--- src/rtl/regfile_mp_sb.sv ---
// Multi-port register file: NUM_RD read ports, two write ports (port 1 has priority),
// optional write-to-read bypass, selectable read latency and a per-register busy scoreboard.
module regfile_mp_sb_rdport #(
   parameter int WIDTH    = 16,
   parameter int DEPTH    = 16,
   parameter int AW       = 4,
   parameter int READ_LAT = 0,
   parameter int BYPASS   = 1
) (
   input  logic                         clk,
   input  logic                         rst_n,
   input  logic [AW-1:0]                addr,
   input  logic                         addr_ok,
   input  logic [DEPTH-1:0][WIDTH-1:0]  mem,
   input  logic [DEPTH-1:0]             busy,
   input  logic                         w0_ok,
   input  logic [AW-1:0]                wa0,
   input  logic [WIDTH-1:0]             wd0,
   input  logic                         w1_ok,
   input  logic [AW-1:0]                wa1,
   input  logic [WIDTH-1:0]             wd1,
   input  logic                         rsv_ok,
   input  logic [AW-1:0]                rsv_addr,
   output logic [WIDTH-1:0]             rd_data,
   output logic                         rd_busy
);
   logic             hit0, hit1;
   logic [WIDTH-1:0] d_nxt, d_q;
   logic             b_nxt, b_q;

   // The forwarded value equals the post-edge content, so the registered path reuses it.
   always_comb begin
      hit0  = w0_ok && (wa0 == addr);
      hit1  = w1_ok && (wa1 == addr);
      d_nxt = '0;
      b_nxt = 1'b0;
      if (addr_ok) begin
         d_nxt = mem[addr];
         b_nxt = busy[addr];
         if (BYPASS != 0) begin
            if (hit1)      d_nxt = wd1;
            else if (hit0) d_nxt = wd0;
            if ((hit0 || hit1) && !(rsv_ok && (rsv_addr == addr))) b_nxt = 1'b0;
         end
      end
   end

   always_ff @(posedge clk or negedge rst_n) begin
      if (!rst_n) begin
         d_q <= '0;
         b_q <= 1'b0;
      end else begin
         d_q <= d_nxt;
         b_q <= b_nxt;
      end
   end

   assign rd_data = (READ_LAT != 0) ? d_q : d_nxt;
   assign rd_busy = (READ_LAT != 0) ? b_q : b_nxt;
endmodule

module regfile_mp_sb #(
   parameter int  WIDTH     = 16,
   parameter int  DEPTH     = 16,
   parameter int  NUM_RD    = 2,
   parameter int  READ_LAT  = 0,
   parameter int  BYPASS    = 1,
   parameter int  ZERO_REG0 = 0,
   localparam int AW        = (DEPTH > 1) ? $clog2(DEPTH) : 1
) (
   input  logic                    clk,
   input  logic                    rst_n,
   input  logic [NUM_RD*AW-1:0]    rd_addr,
   output logic [NUM_RD*WIDTH-1:0] rd_data,
   output logic [NUM_RD-1:0]       rd_busy,
   input  logic                    we0,
   input  logic [AW-1:0]           wa0,
   input  logic [WIDTH-1:0]        wd0,
   input  logic                    we1,
   input  logic [AW-1:0]           wa1,
   input  logic [WIDTH-1:0]        wd1,
   input  logic                    rsv_en,
   input  logic [AW-1:0]           rsv_addr,
   output logic                    rsv_conflict,
   output logic [DEPTH-1:0]        busy
);
   logic [DEPTH-1:0][WIDTH-1:0] mem;
   logic [DEPTH-1:0]            busy_q;
   logic                        w0_ok, w1_ok, rsv_ok;

   function automatic logic addr_ok(input logic [AW-1:0] a);
      return (32'(a) < DEPTH) && !((ZERO_REG0 != 0) && (a == '0));
   endfunction

   assign w0_ok  = we0 && addr_ok(wa0);
   assign w1_ok  = we1 && addr_ok(wa1);
   assign rsv_ok = rsv_en && addr_ok(rsv_addr);

   // Port 1 is applied last so it wins an address collision.
   always_ff @(posedge clk or negedge rst_n) begin
      if (!rst_n) begin
         mem <= '0;
      end else begin
         if (w0_ok) mem[wa0] <= wd0;
         if (w1_ok) mem[wa1] <= wd1;
      end
   end

   // Reserve is applied after the write clears: a new producer keeps the register busy.
   always_ff @(posedge clk or negedge rst_n) begin
      if (!rst_n) begin
         busy_q <= '0;
      end else begin
         if (w0_ok)  busy_q[wa0]      <= 1'b0;
         if (w1_ok)  busy_q[wa1]      <= 1'b0;
         if (rsv_ok) busy_q[rsv_addr] <= 1'b1;
      end
   end

   assign busy         = busy_q;
   assign rsv_conflict = rsv_ok && busy_q[rsv_addr];

   for (genvar i = 0; i < NUM_RD; i++) begin : g_rd
      logic [AW-1:0] ra;
      logic          ra_ok;
      assign ra    = rd_addr[i*AW +: AW];
      assign ra_ok = addr_ok(ra);

      regfile_mp_sb_rdport #(
         .WIDTH(WIDTH), .DEPTH(DEPTH), .AW(AW), .READ_LAT(READ_LAT), .BYPASS(BYPASS)
      ) u_port (
         .clk      (clk),
         .rst_n    (rst_n),
         .addr     (ra),
         .addr_ok  (ra_ok),
         .mem      (mem),
         .busy     (busy_q),
         .w0_ok    (w0_ok),
         .wa0      (wa0),
         .wd0      (wd0),
         .w1_ok    (w1_ok),
         .wa1      (wa1),
         .wd1      (wd1),
         .rsv_ok   (rsv_ok),
         .rsv_addr (rsv_addr),
         .rd_data  (rd_data[i*WIDTH +: WIDTH]),
         .rd_busy  (rd_busy[i])
      );
   end
endmodule
--- config.mk ---
export PLATFORM = sky130hd
export DESIGN_NAME = regfile_mp_sb
export DESIGN_NICKNAME = d
export VERILOG_FILES = /design/src/rtl/regfile_mp_sb.sv
export SDC_FILE = /design/constraint.sdc
export NUM_CORES = 1
export LEC_CHECK = 0
export ABC_AREA = 1
export CORE_UTILIZATION = 35
export CTS_CLUSTER_SIZE = 12
export DETAILED_ROUTE_END_ITERATION = 10
export SLEW_MARGIN = 20
export SYNTH_ARGS = -nofsm -noshare
export SYNTH_HDL_FRONTEND = slang
export SYNTH_SLANG_ARGS = --single-unit
export TNS_END_PERCENT = 50
--- constraint.sdc ---
create_clock -name clk -period 4.51 [get_ports clk]
set_clock_uncertainty 0.2 [all_clocks]
set_input_delay 1.353 -clock clk [delete_from_list [all_inputs] [get_ports clk]]
set_output_delay 1.353 -clock clk [all_outputs]
set_load 0.02 [all_outputs]
==> impl_metrics.json <==
{
  "wl_per_cell_um": 22.7,
  "status": "finished clean",
  "root_buffer": "clkbuf_16",
  "drc": 0,
  "hold_class": "flip-flop to flip-flop",
  "finalInstanceArea_sq_um": 24600,
  "io_pins": 108,
  "syn_inst": 3015,
  "yosys_warnings": 0,
  "hold_violations": 0,
  "crit_type": "primary input to primary output",
  "antenna_found_initial": 4,
  "synth_area_leader_cell": "dfrtp_1",
  "die_x_um": 238,
  "critPathRequiredTime_ns": 2.96,
  "rsz0062_at_grt": "yes",
  "synth_compound_area_share_pct": 17.7,
  "area_growth_pct": 25.9,
  "startpoint": "rd_addr[1]",
  "routed_wl_um": 89100,
  "grt_pass1_wl_um": 133000,
  "synth_top_family_by_area": "simple AND/OR/NAND/NOR gates",
  "dr.pass1.iters": 6,
  "ys_seq_area_share_pct": 34.9,
  "route.antenna.remaining_nets": 0,
  "final_common_cell": "nand2_1",
  "synth.avg_cell_area_sq_um": 6.47,
  "cts_buffer_depth": 3,
  "dp_hpwl_um": 55500,
  "cts_tree": "done",
  "report.final.slew_viol_count": 0,
  "start_kind": "primary input",
  "dieArea_sq_um": 56700,
  "final_layout_size_suffix_gt1_share_pct": 13.4,
  "num_rows": 86,
  "synth.top_cell.area_share_pct": 34.9,
  "netlist_area_sq_um": 19500,
  "ys_types": 28,
  "clk_latency_ns": 0.55,
  "setup_viol": 0,
  "synth-adder-area-share_pct": 0,
  "routabilityCongestion": 0.921,
  "cts_made_buffers": 36,
  "peakVddDrop_mv": 0.217,
  "critPathMaxFanout": 11,
  "ys_ff_latch": 272,
  "core_sq_um": 55100,
  "worstMarginPinSlew_ns": 0.705,
  "drt_iter0_markers": 3050,
  "timing.reg2reg.setup_slack_ns": 3.40,
  "fin_util_pct": 44.6,
  "layout_common_cells": "967 x nand2_1, 515 x nand3_1, 293 x inv_1",
  "end_kind": "primary output",
  "cellPowerDensity_nw_per_um2": 389,
  "timing.rr.start": "mem[70]$_DFF_PN0_",
  "hold_buffers": 0,
  "clkSinkCount": 272,
  "cts_max_level": 2,
  "grt_overflow": 0,
  "synthMuxAreaShare_pct": 0,
  "synth_simple_gate_area_share_pct": 34.9,
  "grt_max_degree": 80,
  "yosys-top-cells-area": "dfrtp_1 35%, nand2_1 19%, nand3_1 13%",
  "nets": 3207,
  "die_y_um": 238,
  "track_usage_pct": 31.2,
  "io_buffers": 107,
  "finalNonFillerCells": 3919,
  "slew_headroom_pct": 52.8,
  "synth-xor-area-share_pct": 0.180,
  "dpl-instance-area_sq_um": 22800,
  "arrival_ns": 2.92,
  "regToRegEndpoint": "mem[70]$_DFF_PN0_",
  "via_per_inst": 5.69,
  "initial_core_util_pct": 35.4,
  "clkTransAtPathRegs_ns": 0.06,
  "whs_path_depth": 4,
  "num_vias": 22300,
  "power.leakage_nw": 12.1,
  "post-route-min-period_ns": 4.47,
  "grt_pass1_vias": 20400,
  "maxCapViolCount": 0,
  "period_share_pct": 99.2,
  "worstSetupEndpoint": "rd_data[14]",
  "synthesis.nets": 3072,
  "r2r_cells": 4,
  "fmax_mhz": 224,
  "place_inst": 3831
}
## registers in the layout, summed over array words and instances, names as in the netlist
name  cells
mem     256
busy     16
## metrics by stage
step / TNS (ns) / worst slack (ns) / hold slack (ns) / power [mW]
global route: -0.620 / -0.0750 / 0.432 / 10.2
detailed placement: -19.85 / -0.650 / 0.391 / 6.53
global placement: -19.46 / -0.639 / 0.384 / 6.50
finish: 0 / 0.0375 / 0.403 / 9.57
floorplan: 0 / 0.497 / 0.363 / 5.42
CTS: -0.00116 / -0.00116 / 0.404 / 9.52
## area by class of cell
type,instances,area (sq um)
Sequential cell,272,6810
Inverter,304,1160
Fill cell,5763,30500
Antenna cell,1,2.50
Clock buffer,52,1090
Timing Repair Buffer,368,4060
Multi-Input combinational cell,2168,10400
Clock inverter,6,80.1
Tap cell,748,936
## where the power goes
| part | total, mW | internal [mW] | switching (mW) |
|---|---|---|---|
| Clock | 2.96 | 1.78 | 1.18 |
| Sequential | 3.25 | 3.04 | 0.212 |
| Combinational | 3.35 | 1.30 | 2.05 |
## what timing repair did
| item | CTS | global route |
|---|---|---|
| setup buffers | 14 | 6 |
| resized for setup | 189 | 44 |
| gates cloned | 7 | 3 |
| pin swaps | 12 | 7 |
| setup endpoints to repair | 35 | 34 |
## synthesized netlist by cell type, drive strengths merged
cell type,count
nand2,982
nand3,524
inv,302
o21ai,284
dfrtp,272
o211ai,256
buf,150
clkbuf,121
nor2,93
nor3,9
a21oi,4
a22oi,4
o22ai,4
xnor2,4
nand4,3
clkinv,2
nor2b,1
## layer usage
| layer | GRT usage [%] | share of wire, % | up-vias |
|---|---|---|---|
| li1 | - | - | 10200 |
| met1 | 44.2 | 41 | 10300 |
| met2 | 44.7 | 41 | 1504 |
| met3 | 8.21 | 13 | 257 |
| met4 | 12.6 | 4.5 | 4 |
| met5 | 0 | 0.030 | - |
## worst max-delay path, cell delays in order
cell and delay, ns:
buf_8 0.11, inv_2 0.06, buf_12 0.14, nand2_1 0.05, o21ai_1 0.05, nor2_1 0.15
nand2_1 0.13, nor2b_4 0.16, buf_12 0.12, buf_4 0.11, buf_12 0.14, nor2_1 0.06
nand2_1 0.07, nand2_2 0.07, buf_6 0.13
## how the worst min path moves through the flow
stage	from	to	slack [ns]
global placement	mem[139]$_DFF_PN0_	mem[139]$_DFF_PN0_	0.38
CTS	mem[139]$_DFF_PN0_	mem[139]$_DFF_PN0_	0.40
global route	mem[82]$_DFF_PN0_	mem[82]$_DFF_PN0_	0.43
detailed placement	mem[139]$_DFF_PN0_	mem[139]$_DFF_PN0_	0.39
finish	mem[185]$_DFF_PN0_	mem[185]$_DFF_PN0_	0.40
floorplan	mem[110]$_DFF_PN0_	mem[110]$_DFF_PN0_	0.36
## cells by family after synthesis
family,after synthesis
AND/OR/NAND/NOR,1612
AO/OA/AOI/OAI,552
flip-flops,272
XOR/XNOR,4
buffers and inverters,575
Note: power is estimated with default switching activity, not from simulation.
